**config.mk**
```make
export PLATFORM = sky130hd
export DESIGN_NAME = stopwatch_ctrl
export DESIGN_NICKNAME = d
export VERILOG_FILES = /design/src/rtl/stopwatch_ctrl.sv
export SDC_FILE = /design/constraint.sdc
export NUM_CORES = 1
export LEC_CHECK = 0
export ABC_AREA = 1
export CAP_MARGIN = 20
export CORE_MARGIN = 3
export CORE_UTILIZATION = 49
export DETAILED_ROUTE_END_ITERATION = 8
export PLACE_DENSITY_LB_ADDON = 0.08
export RECOVER_POWER = 100
export SYNTH_ARGS = -nofsm -noshare
export SYNTH_HDL_FRONTEND = slang
export SYNTH_SLANG_ARGS = --single-unit
```
**constraint.sdc**
```tcl
create_clock -name clk -period 6.5 [get_ports clk]
set_clock_uncertainty 0.2 [all_clocks]
set_input_delay 0.975 -clock clk [delete_from_list [all_inputs] [get_ports clk]]
set_output_delay 0.975 -clock clk [all_outputs]
set_load 0.005 [all_outputs]
```
**src/rtl/stopwatch_ctrl.sv**
```systemverilog
// Stopwatch control: key debounce, IDLE/RUN/PAUSE sequencing, 1 ms tick
// generation, counter clear, display load enable and status LEDs.
module stopwatch_ctrl #(
    parameter int unsigned DEBOUNCE = 10000000,
    parameter int unsigned TICK_DIV = 500000
) (
    input  logic clk,
    input  logic key_reset,
    input  logic key_start_pause,
    input  logic key_display_stop,
    output logic tick,
    output logic count_en,
    output logic count_clr,
    output logic disp_load,
    output logic led0,
    output logic led1,
    output logic led2,
    output logic led3
);

    localparam int unsigned NKEY = 2;
    localparam int unsigned HW   = $clog2(DEBOUNCE + 1);
    localparam int unsigned PW   = $clog2(TICK_DIV);
    localparam int unsigned KSP  = 0;
    localparam int unsigned KDS  = 1;

    typedef enum logic [1:0] {
        ST_IDLE  = 2'd0,
        ST_RUN   = 2'd1,
        ST_PAUSE = 2'd2
    } state_t;

    logic [NKEY-1:0] key_raw;
    logic [NKEY-1:0] sync1;
    logic [NKEY-1:0] sync2;
    logic [HW-1:0]   hi_cnt [NKEY];
    logic [NKEY-1:0] press;

    state_t          state;
    state_t          state_nxt;
    logic [PW-1:0]   presc;
    logic [PW-1:0]   presc_nxt;
    logic            frozen;
    logic            frozen_nxt;
    logic            tick_nxt;
    logic            led3_nxt;

    assign key_raw = {key_display_stop, key_start_pause};

    // Synchronize both keys and count consecutive synced-high cycles (saturating).
    always_ff @(posedge clk) begin
        if (!key_reset) begin
            sync1 <= '1;
            sync2 <= '1;
            for (int k = 0; k < NKEY; k++) begin
                hi_cnt[k] <= '0;
            end
        end else begin
            sync1 <= key_raw;
            sync2 <= sync1;
            for (int k = 0; k < NKEY; k++) begin
                if (!sync2[k]) begin
                    hi_cnt[k] <= '0;
                end else if (hi_cnt[k] != HW'(DEBOUNCE)) begin
                    hi_cnt[k] <= hi_cnt[k] + HW'(1);
                end
            end
        end
    end

    // A press is accepted only after a full stable-high interval.
    always_comb begin
        press = '0;
        for (int k = 0; k < NKEY; k++) begin
            press[k] = !sync2[k] && (hi_cnt[k] == HW'(DEBOUNCE));
        end
    end

    // State register; IDLE is only re-entered through reset.
    always_ff @(posedge clk) begin
        if (!key_reset) begin
            state <= ST_IDLE;
        end else begin
            state <= state_nxt;
        end
    end

    // Next-state logic driven by the start/pause press.
    always_comb begin
        state_nxt = state;
        if (press[KSP]) begin
            case (state)
                ST_IDLE:  state_nxt = ST_RUN;
                ST_RUN:   state_nxt = ST_PAUSE;
                ST_PAUSE: state_nxt = ST_RUN;
                default:  state_nxt = ST_IDLE;
            endcase
        end
    end

    // Prescaler, tick and freeze next values, all judged on the pre-edge state.
    always_comb begin
        presc_nxt  = presc;
        tick_nxt   = 1'b0;
        led3_nxt   = led3;
        frozen_nxt = frozen;
        if (state == ST_IDLE && press[KSP]) begin
            presc_nxt = '0;
        end else if (state == ST_RUN && !press[KSP]) begin
            if (presc == PW'(TICK_DIV - 1)) begin
                presc_nxt = '0;
                tick_nxt  = 1'b1;
                led3_nxt  = !led3;
            end else begin
                presc_nxt = presc + PW'(1);
            end
        end
        if (press[KDS] && state != ST_IDLE) begin
            frozen_nxt = !frozen;
        end
    end

    // Registered datapath state and outputs.
    always_ff @(posedge clk) begin
        if (!key_reset) begin
            presc     <= '0;
            frozen    <= 1'b0;
            tick      <= 1'b0;
            count_en  <= 1'b0;
            count_clr <= 1'b1;
            disp_load <= 1'b1;
            led0      <= 1'b0;
            led1      <= 1'b0;
            led2      <= 1'b0;
            led3      <= 1'b0;
        end else begin
            presc     <= presc_nxt;
            frozen    <= frozen_nxt;
            tick      <= tick_nxt;
            count_en  <= (state_nxt == ST_RUN);
            count_clr <= 1'b0;
            disp_load <= !frozen_nxt;
            led0      <= (state_nxt == ST_RUN);
            led1      <= (state_nxt == ST_PAUSE);
            led2      <= frozen_nxt;
            led3      <= led3_nxt;
        end
    end

endmodule

```
==> run summary <==
Timing would allow up to 292.9 MHz. After clock tree synthesis, the repair step resized 0 gates. The number of sinks on the clock net came out at 80.

The clock reaches the later pin of the worst-skew pair after 0.35 ns. After global routing the overflow that remains totals 0. The tools report the number of hold buffers added after CTS as 0.

The worst setup path is launched from a flop. The maximum buffer depth of the clock tree was 2; the sequential cell area was 2082 sq um. The cell sitting at the root of the clock tree is a sky130_fd_sc_hd__clkbuf_8. For the area taken by multi-input logic gates, the log shows 2273 sq um. A synthesized cell averages 7.438 sq um. Setup violations remaining at the end of the flow were counted as 0. 0 antenna diodes ended up in the layout. Before antenna repair, the detailed router went through 4 iterations. Cells fill 55.18% of the core in the end.

The worst path required time came out at 6.53 ns. The leakage component of the power was 0.001927 uW; the cell area after placement was 5049 sq um. The total count of max-transition violations in the final report was 0. The first global-routing pass estimated 17500 um of wire.

After floorplanning, the core was sized to cover 9415 sq um. From bottom edge to top edge, the die measures 105.6 um. Walking the worst path, the cells encountered are inv_1 -> ha_1 -> nand2_1 -> nor2_1 -> nand2_1 -> nor2_1 -> nand3_1 -> nand2_1 -> inv_1 -> nand2_1 -> a21oi_2. The level count of the clock H-tree came out at 3. The cell family contributing the most delay on the critical path is simple AND/OR/NAND/NOR gates. In this run the worst setup path begins at hi_cnt[0][0].

Setup total negative slack on the finished layout was measured at 0 ns. The flow ran to the end, and the final reports show no timing, DRC or antenna violations. The number of max-capacitance violations reported is 0, and the final routed wire length divided by cell count is 12.99 um. The number of buffer cells added on primary ports works out to 11.

The sequential-to-total area share from yosys stat is 42.86%. The worst-case hold slack came out at 0.2211 ns. STA classifies the critical path endpoint as a flop. The count of standard-cell rows is 35, and the measured slew at the worst slew-check pin is 1.401 ns. The number of placed instances, taps included, is 781.

The flop-to-flop setup slack was 3.09 ns; the net count of the finished layout was 672. Setup repair after global routing left no endpoint under its margin. The ratio of total power to cell area was 180.8 nW/um^2; the overall fraction of global-route tracks in use was 19.07%.

The clock-pin transition on the worst setup and hold timing paths is 0.10 ns. The run gives 662 as the net count after synthesis. For the detailed placer's ending HPWL, the log shows 7628 um.

The critical path buffer and inverter count was 2. The class of the tightest hold or removal check was flop to flop. The final count of hold timing violations is 0.

Entering global routing, the biggest net connects 26 pins. On the critical path, the stage with the largest delay is an instance of sky130_fd_sc_hd__nand2_1. The tightest slew margin relative to the limit was 6.627%; the number of antenna violations at the first check in global routing was 0.

The Yosys step of the flow raised 0 warnings. Relative to the synthesized area, the layout overhead comes to 6.955%. The die outline area was 11140 sq um. The run gives 0 as the post-CTS setup buffer count.

By instance count, the cell type seen most on the critical path is sky130_fd_sc_hd__nand2_1. IR analysis of the VDD net gives a maximum drop of 0.09432 mV. The routed layout has 4122 vias. The synthesized area was 4857 sq um; the count of boundary I/O pins was 12.

The routed design could run at a clock period as short as 3.415 ns. The cell count of the worst reg-to-reg path is 11. The endpoint identified for the worst register-to-register timing path is presc[16]. Synthesis produced a netlist whose cell count is 653. Leaving out filler cells and counting taps, the final layout contains 797. At the end of routability-driven placement, the weighted congestion stood at 0.8504. The largest driver fanout on the critical path is 25, and the number of filler instances in the final layout is 942.

In this design, the stage delay of the slowest critical-path cell is 0.80 ns. The worst setup path is of the flop to flop kind. Of the cells placed in the final design, the portion with a size suffix greater than 1 is 6.737%. Leaving out fill and tap cells, the most frequent cell in the layout is sky130_fd_sc_hd__nand2_1. Endpoint of the most critical setup path: presc[16]. Dividing the final minimum period by the clock period gives 52.53%.

The number of clock buffers added by TritonCTS is 9. The initial standard-cell utilization of the core is 51.59%. The count of different cell masters after synthesis was 37; the data arrival at the endpoint of the critical path was 3.44 ns. The total wirelength of the detailed-routed design is 10360 um, and the floorplan die width is 105.6 um.

The synthesized design contains 80 register bits. TritonCTS built the clock tree. Dividing the detail-routed via count by the number of cells gives 5.172. Post-layout instance area: 5195 sq um.

After detailed routing, the number of remaining DRC violations is 0. The library cells used most frequently in the layout, excluding fill and tap cells, are 147 x sky130_fd_sc_hd__nand2_1, 98 x sky130_fd_sc_hd__nor2_1, 92 x sky130_fd_sc_hd__inv_1. The critical path crosses 11 cells after its start point. The reg-to-reg startpoint was hi_cnt[0][0].

Number of global-route vias before repair: 3752. Once detail routing completed, the nets flagged for antenna violations numbered 0. The detailed router finished its first iteration with 282 violations.
-- how the worst min path moves through the flow --
stage	endpoint	depth (start not counted)	slack, ns	startpoint
6_report	sync2[0]	1	0.22	sync1[0]
5_1_grt	sync2[0]	1	0.25	sync1[0]
4_1_cts	sync2[0]	1	0.23	sync1[0]
3_5_place_dp	sync2[0]	1	0.20	sync1[0]
3_3_place_gp	sync2[1]	1	0.20	sync1[1]
2_1_floorplan	sync2[0]	1	0.19	sync1[0]
-- power by group --
part	leakage (uW)	switching, uW	internal, uW
Sequential	0.000848	3.52	536
Combinational	0.000973	15.3	7.58
Clock	0.000105	206	171
Total	0.00193	225	715
-- per-layer routing --
metal  GRT usage, %  share of wire [%]  vias up
met5              0                  0        -
met4          5.828                1.5        0
met3          2.449                3.8       14
met2          31.38                 46       77
met1          26.28                 48     1891
li1               -                  -     2140
-- Yosys cell counts --
library cell	n	area, sq um
sky130_fd_sc_hd__inv_2	2	7.510
sky130_fd_sc_hd__nand3_4	1	17.52
sky130_fd_sc_hd__nand4_1	27	168.9
sky130_fd_sc_hd__dfxtp_1	32	640.6
sky130_fd_sc_hd__buf_6	4	45.04
sky130_fd_sc_hd__nor3b_1	7	52.55
sky130_fd_sc_hd__a21oi_2	10	87.58
sky130_fd_sc_hd__nand2_2	2	12.51
sky130_fd_sc_hd__edfxtp_1	48	1441
sky130_fd_sc_hd__nor2_1	96	360.4
sky130_fd_sc_hd__a21oi_1	27	135.1
sky130_fd_sc_hd__xor2_1	19	166.4
sky130_fd_sc_hd__nor3b_2	1	12.51
sky130_fd_sc_hd__xnor2_1	1	8.760
sky130_fd_sc_hd__o21a_1	2	15.01
sky130_fd_sc_hd__nand3_2	2	20.02
sky130_fd_sc_hd__ha_1	5	62.56
sky130_fd_sc_hd__nand4_2	1	12.51
sky130_fd_sc_hd__nor3_2	1	10.01
sky130_fd_sc_hd__nor4_1	1	6.260
sky130_fd_sc_hd__nand2_1	146	548.0
sky130_fd_sc_hd__buf_4	1	7.510
sky130_fd_sc_hd__o21ai_0	8	40.04
sky130_fd_sc_hd__nand3_1	47	235.2
sky130_fd_sc_hd__and3_1	1	6.260
sky130_fd_sc_hd__a211oi_1	1	7.510
sky130_fd_sc_hd__nor3_1	32	160.2
sky130_fd_sc_hd__nor2_4	1	11.26
sky130_fd_sc_hd__buf_2	7	35.03
sky130_fd_sc_hd__and2_1	4	25.02
sky130_fd_sc_hd__clkbuf_1	2	7.510
sky130_fd_sc_hd__or2_2	12	75.07
sky130_fd_sc_hd__nand2_4	1	11.26
sky130_fd_sc_hd__nor2_2	4	25.02
sky130_fd_sc_hd__nand3b_1	4	30.03
sky130_fd_sc_hd__inv_1	92	345.3
sky130_fd_sc_hd__clkinv_1	1	3.750
-- state kept, by name, summed over array words and instances, names as in the netlist --
name and flops:
tick 1, hi_cnt 48, count_clr 1, disp_load 1, state 2, sync2 2, led0 1, led1 1
led3 1, frozen 1, sync1 2, presc 19
-- through the flow --
| stage | power [uW] | setup WS (ns) |
|---|---|---|
| 2_1_floorplan | 568.9 | 3.738 |
| 3_3_place_gp | 574.9 | 3.346 |
| 3_5_place_dp | 575.7 | 3.273 |
| 4_1_cts | 950.5 | 3.641 |
| 5_1_grt | 969.9 | 2.744 |
| 6_report | 939.2 | 3.085 |
-- logic make-up (layout without fill, tap and decap cells) --
kind of cell / after synthesis / after routing / synth area share [%]
buf+inv: 109 / 124 / 9.299
fa+ha+maj: 5 / 5 / 1.288
simple gates: 391 / 391 / 37.07
xor+xnor: 20 / 20 / 3.606
compound gates: 48 / 48 / 5.873
flops: 80 / 80 / 42.86
-- cell type report --
type,count,share of cell area (%)
inverter,95,6.864
clock inverter,6,1.060
clock buffer,10,2.866
multi-input combinational,464,43.76
tap,129,3.107
timing repair buffer,13,2.264
sequential,80,40.08
No activity file was read; power rests on OpenSTA's default activity.
